==> src/rtl/dmem_arbiter.sv <==
// ============================================================================
// Module   : dmem_arbiter
// Purpose  : Round-robin two-port arbiter and three-state access sequencer
//            in front of the 64-bit word-addressed data memory.
// Revision : 1.0 - initial release
// ============================================================================
`default_nettype none

module dmem_arbiter #(
    parameter int MEM_SIZE = 256,
    parameter int ROM_SIZE = 2
) (
    input  logic        clk,
    input  logic        rst,
    input  logic        p0_req,
    input  logic        p0_we,
    input  logic [31:0] p0_addr,
    input  logic [63:0] p0_wdata,
    output logic        p0_gnt,
    output logic        p0_rvalid,
    output logic [63:0] p0_rdata,
    output logic        p0_err,
    input  logic        p1_req,
    input  logic        p1_we,
    input  logic [31:0] p1_addr,
    input  logic [63:0] p1_wdata,
    output logic        p1_gnt,
    output logic        p1_rvalid,
    output logic [63:0] p1_rdata,
    output logic        p1_err,
    output logic [31:0] mem_addr,
    output logic [63:0] mem_wr_data,
    output logic        mem_wr_enable,
    output logic        mem_rd_enable,
    input  logic [63:0] mem_rd_data
);

    localparam logic [31:0] C_MEM_SIZE = 32'(MEM_SIZE);
    localparam logic [31:0] C_ROM_SIZE = 32'(ROM_SIZE);

    typedef enum logic [1:0] {
        S_IDLE   = 2'd0,
        S_ACCESS = 2'd1,
        S_RESP   = 2'd2
    } state_t;

    state_t      r_state_q, w_state_d;
    logic        r_owner_q, w_owner_d;
    logic        r_last_q,  w_last_d;
    logic        r_we_q,    w_we_d;
    logic [31:0] r_addr_q,  w_addr_d;
    logic [63:0] r_wdata_q, w_wdata_d;
    logic        r_err_q,   w_err_d;
    logic [63:0] r_rdata_q, w_rdata_d;

    logic        w_winner;
    logic        w_sel_we;
    logic [31:0] w_sel_addr;

    // On a tie the port that did not win last time takes the slot.
    assign w_winner   = (p0_req && p1_req) ? ~r_last_q : p1_req;
    assign w_sel_we   = w_winner ? p1_we   : p0_we;
    assign w_sel_addr = w_winner ? p1_addr : p0_addr;

    always_comb begin
        w_state_d = r_state_q;
        w_owner_d = r_owner_q;
        w_last_d  = r_last_q;
        w_we_d    = r_we_q;
        w_addr_d  = r_addr_q;
        w_wdata_d = r_wdata_q;
        w_err_d   = r_err_q;
        w_rdata_d = r_rdata_q;
        case (r_state_q)
            S_IDLE: begin
                if (p0_req || p1_req) begin
                    w_owner_d = w_winner;
                    w_last_d  = w_winner;
                    w_we_d    = w_sel_we;
                    w_addr_d  = w_sel_addr;
                    w_wdata_d = w_winner ? p1_wdata : p0_wdata;
                    w_err_d   = (w_sel_addr >= C_MEM_SIZE) ||
                                (w_sel_we && (w_sel_addr < C_ROM_SIZE));
                    w_state_d = S_ACCESS;
                end
            end
            S_ACCESS: begin
                if (!r_we_q && !r_err_q) begin
                    w_rdata_d = mem_rd_data;
                end
                w_state_d = S_RESP;
            end
            S_RESP:  w_state_d = S_IDLE;
            default: w_state_d = S_IDLE;
        endcase
    end

    always_ff @(posedge clk) begin
        if (rst) begin
            r_state_q <= S_IDLE;
            r_owner_q <= 1'b0;
            r_last_q  <= 1'b1;
            r_we_q    <= 1'b0;
            r_addr_q  <= '0;
            r_wdata_q <= '0;
            r_err_q   <= 1'b0;
            r_rdata_q <= '0;
        end else begin
            r_state_q <= w_state_d;
            r_owner_q <= w_owner_d;
            r_last_q  <= w_last_d;
            r_we_q    <= w_we_d;
            r_addr_q  <= w_addr_d;
            r_wdata_q <= w_wdata_d;
            r_err_q   <= w_err_d;
            r_rdata_q <= w_rdata_d;
        end
    end

    assign mem_addr    = r_addr_q;
    assign mem_wr_data = r_wdata_q;

    // Handshake outputs are masked by rst so an interrupted access has no effect.
    always_comb begin
        p0_gnt        = 1'b0;
        p1_gnt        = 1'b0;
        p0_rvalid     = 1'b0;
        p1_rvalid     = 1'b0;
        p0_err        = 1'b0;
        p1_err        = 1'b0;
        p0_rdata      = '0;
        p1_rdata      = '0;
        mem_wr_enable = 1'b0;
        mem_rd_enable = 1'b0;
        if (!rst) begin
            if (r_state_q == S_ACCESS) begin
                p0_gnt        = ~r_owner_q;
                p1_gnt        = r_owner_q;
                mem_wr_enable = r_we_q && !r_err_q;
                mem_rd_enable = !r_we_q && !r_err_q;
            end
            if (r_state_q == S_RESP) begin
                if (r_owner_q) begin
                    p1_rvalid = 1'b1;
                    p1_err    = r_err_q;
                    p1_rdata  = (!r_we_q && !r_err_q) ? r_rdata_q : 64'd0;
                end else begin
                    p0_rvalid = 1'b1;
                    p0_err    = r_err_q;
                    p0_rdata  = (!r_we_q && !r_err_q) ? r_rdata_q : 64'd0;
                end
            end
        end
    end

endmodule

`default_nettype wire

==> config.mk <==
export PLATFORM = sky130hd
export DESIGN_NAME = dmem_arbiter
export DESIGN_NICKNAME = d
export VERILOG_FILES = /design/src/rtl/dmem_arbiter.sv
export SDC_FILE = /design/constraint.sdc
export NUM_CORES = 1
export LEC_CHECK = 0
export CORE_AREA = 2 2 193 195
export DETAILED_ROUTE_END_ITERATION = 6
export DIE_AREA = 0 0 195 197
export SYNTH_ARGS = -nofsm -noshare
export SYNTH_HDL_FRONTEND = slang
export SYNTH_SLANG_ARGS = --single-unit
==> constraint.sdc <==
create_clock -name clk -period 3.2 [get_ports clk]
set_clock_uncertainty 0.2 [all_clocks]
set_input_delay 0.96 -clock clk [delete_from_list [all_inputs] [get_ports clk]]
set_output_delay 0.96 -clock clk [all_outputs]
set_load 0.02 [all_outputs]
==> flow_summary.json <==
{
  "portBuffers": 493,
  "synth_area_sq_um": 7800,
  "cts.sinks": 166,
  "wl_per_cell_microns": 19.7,
  "synth_seq_cells": 166,
  "outcome": "finished, violations left",
  "antenna_found_initial": 4,
  "crit_type": "in2out",
  "crit_path_frequent_cell": "buf_6",
  "via_per_inst": 4.48,
  "final_layout_size_suffix_gt1_frac": 0.257,
  "dp_hpwl_microns": 27200,
  "synth_cell_types": 34,
  "cts_hold_buf": 0,
  "die_h_microns": 197,
  "leakagePower_nw": 5.99,
  "nFillCells": 3614,
  "coreArea_sq_um": 36300,
  "ys_seq_area_frac": 0.426,
  "violations": "setup timing",
  "cts_tree": "yes",
  "clock_path_buffers": 2,
  "fin_setup_tns_ns": -26.02,
  "setup_slack_ns": -0.364,
  "fmax_ghz": 0.281,
  "overflow": 0,
  "clkLatencyLatePin_ns": 0.44,
  "initial_core_util": 0.215,
  "drv_cap": 0,
  "worstSetupEndpointType": "output port",
  "p_int_mw": 4.25,
  "cts_buffers": 17,
  "startpoint_type": "input pin",
  "rows": 70,
  "yosys-top-cells-area": "dfxtp_1 43%, mux2i_1 12%, and2_1 11%, a211oi_1 9.3%, nand2_1 6.3%",
  "worstMarginPinSlew_ns": 1.08,
  "rsz0062_at_grt": "true",
  "synth_ff_type": "dfxtp_1",
  "pre_cts_ws_ns": -0.596,
  "p_switching_mw": 1.77,
  "combPwrFrac": 0.261,
  "synthArstFlopShare": 0,
  "cp_top_family": "buffers and inverters",
  "powerDensity_nw_per_um2": 401,
  "crit_chain": "buf_6, nor2_4, and3_4, nor3b_4, buf_6, buf_12, buf_16, buf_8, buf_6, and2_4, buf_6",
  "final_util": 0.414,
  "hold_violations": 0,
  "dr.pass1.iters": 4,
  "nets": 1694,
  "clock-root-buffer": "clkbuf_16",
  "synth_top_area_cell": "dfxtp_1",
  "grt.total_usage": 0.184,
  "critPathBufInv": 7,
  "seqPwrFrac": 0.397,
  "htree_levels": 4,
  "arrival_ns": 2.40,
  "dp.cells": 1847,
  "antenna_left": 0,
  "die_w_microns": 195,
  "slew_headroom": 0.278,
  "path_max_fanout": 4,
  "yosys-top-cells-count": "166 x dfxtp_1, 131 x and2_1, 131 x nand2_1",
  "vias": 8582,
  "setup_viol": 120,
  "drc": 0,
  "place.gp.congestion": 0.839,
  "synth_top_area_frac": 0.426,
  "ys_warn_count": 0,
  "synth_enable_flop_cells": 0,
  "area_delta_synth_final_pct": 92.5,
  "slowest_delay_ns": 0.21,
  "critPathRequiredTime_ns": 2.04,
  "drt-total-wl_microns": 37800,
  "first_global_vias": 8476,
  "die_area_sq_um": 38400,
  "drt_first_iter_violations": 287,
  "hold_path.class": "reg2reg",
  "synthCells": 918,
  "whs_ns": 0.273,
  "irDropWorstVdd_v": 0.000369,
  "min_period_over_period": 1.11,
  "synth.most_common_cell": "dfxtp_1",
  "cpMaxStageDelayCell": "nor3b_4",
  "synth_nets": 1180,
  "p_clk_frac": 0.342,
  "min_period_ns": 3.56,
  "swShare": 0.294,
  "report.final.slew_viol_count": 0,
  "grt_max_degree": 93,
  "instances_no_fill": 1915,
  "grt_pass1_wl_microns": 52800,
  "path_clk_slew_ns": 0.06,
  "synth.avg_cell_area_sq_um": 8.49,
  "ioPinCount": 494
}
==> layout by cell type (no fill, tap or decap), types with 2 or more instances in the layout <==
cell type and count:
and2_4 110, clkinvlp_4 3, clkdlybuf4s50_1 356, clkbuf_1 4, diode_2 2, clkbuf_16 22
dlymetal6s2s_1 4, clkbuf_8 5, and2_1 15, nor4_1 10, nor2_1 105, buf_12 19
dfxtp_1 166, and2_2 6, buf_4 53, nand2_1 130, nor3_1 8, buf_8 7
buf_6 126, buf_16 3, nand3_1 2, a211oi_1 97, inv_1 3, nor3b_4 2
mux2i_1 96, a21oi_1 66, or2_2 2, a31oi_1 4
==> power by group through the flow <==
| stage | clock network (mW) | logic, mW | registers, mW |
|---|---|---|---|
| after floorplan | 0 | 0.540 | 2.57 |
| after global placement | 0 | 1.55 | 2.42 |
| after detailed placement | 0 | 1.56 | 2.43 |
| after CTS | 2.14 | 1.57 | 2.39 |
| after global routing | 2.23 | 1.69 | 2.41 |
| final | 2.06 | 1.57 | 2.39 |
==> logic make-up (layout without fill, tap and decap cells) <==
| group | after synthesis | count (layout) | share of synthesized area |
|---|---|---|---|
| AND/OR/NAND/NOR | 400 | 400 | 0.248 |
| AO/OA/AOI/OAI | 174 | 174 | 0.147 |
| multiplexers | 96 | 96 | 0.123 |
| buffers and inverters | 82 | 609 | 0.0562 |
| other | 0 | 2 | 0 |
| flip-flops | 166 | 166 | 0.426 |
==> worst min-delay path: cells and delay by family, from the launching register on <==
family / cells / cell delay (ns)
flip-flops: 1 / 0.32
AO/OA/AOI/OAI: 1 / 0.05
AND/OR/NAND/NOR: 1 / 0.05
==> state kept, by name, indices dropped and copies added, names as in the netlist <==
signal / count
mem_wr_data: 64
r_rdata_q: 64
mem_addr: 32
r_state_q: 2
r_err_q: 1
r_last_q: 1
r_owner_q: 1
r_we_q: 1
==> routing by layer <==
| layer | part of all wire | vias up | global-route usage |
|---|---|---|---|
| met2 | 0.52 | 365 | 0.330 |
| met1 | 0.37 | 3996 | 0.200 |
| li1 | - | 4185 | - |
| met3 | 0.089 | 34 | 0.0707 |
| met5 | 0.00032 | - | 0 |
| met4 | 0.018 | 2 | 0.0571 |
==> final timing paths <==
check                       end  slack [ns]          start  depth (start not counted)
setup reg to reg  r_rdata_q[27]        0.84        r_err_q                          5
hold reg to reg   r_rdata_q[54]        0.27  r_rdata_q[54]                          2
hold / removal    r_rdata_q[54]        0.27  r_rdata_q[54]                          2
setup / recovery   p1_rdata[63]       -0.36            rst                         11
==> metrics by stage <==
step                      area (sq um)  power (mW)
final                            15000        6.02
after global routing             15000        6.34
after CTS                        14300        6.10
after detailed placement         13500        3.98
after global placement           13500        3.97
after floorplan                   7880        3.10
==> area by class of cell <==
class                           count  area, sq um  area share
Timing Repair Buffer              574         6130       0.408
Multi-Input combinational cell    670         4380       0.292
Sequential cell                   166         3320       0.221
Tap cell                          468          586      0.0390
Clock buffer                       26          509      0.0339
Clock inverter                      6         66.3     0.00442
Inverter                            3         11.3    0.000750
Antenna cell                        2         5.00    0.000333
==> what timing repair did <==
item / CTS / global route
cloned: 5 / 8
setup buffers: 13 / 14
setup endpoints to repair: 133 / 133
resized for setup: 340 / 460
pin swaps: 1 / 13
Note: power is estimated with default switching activity, not from simulation.
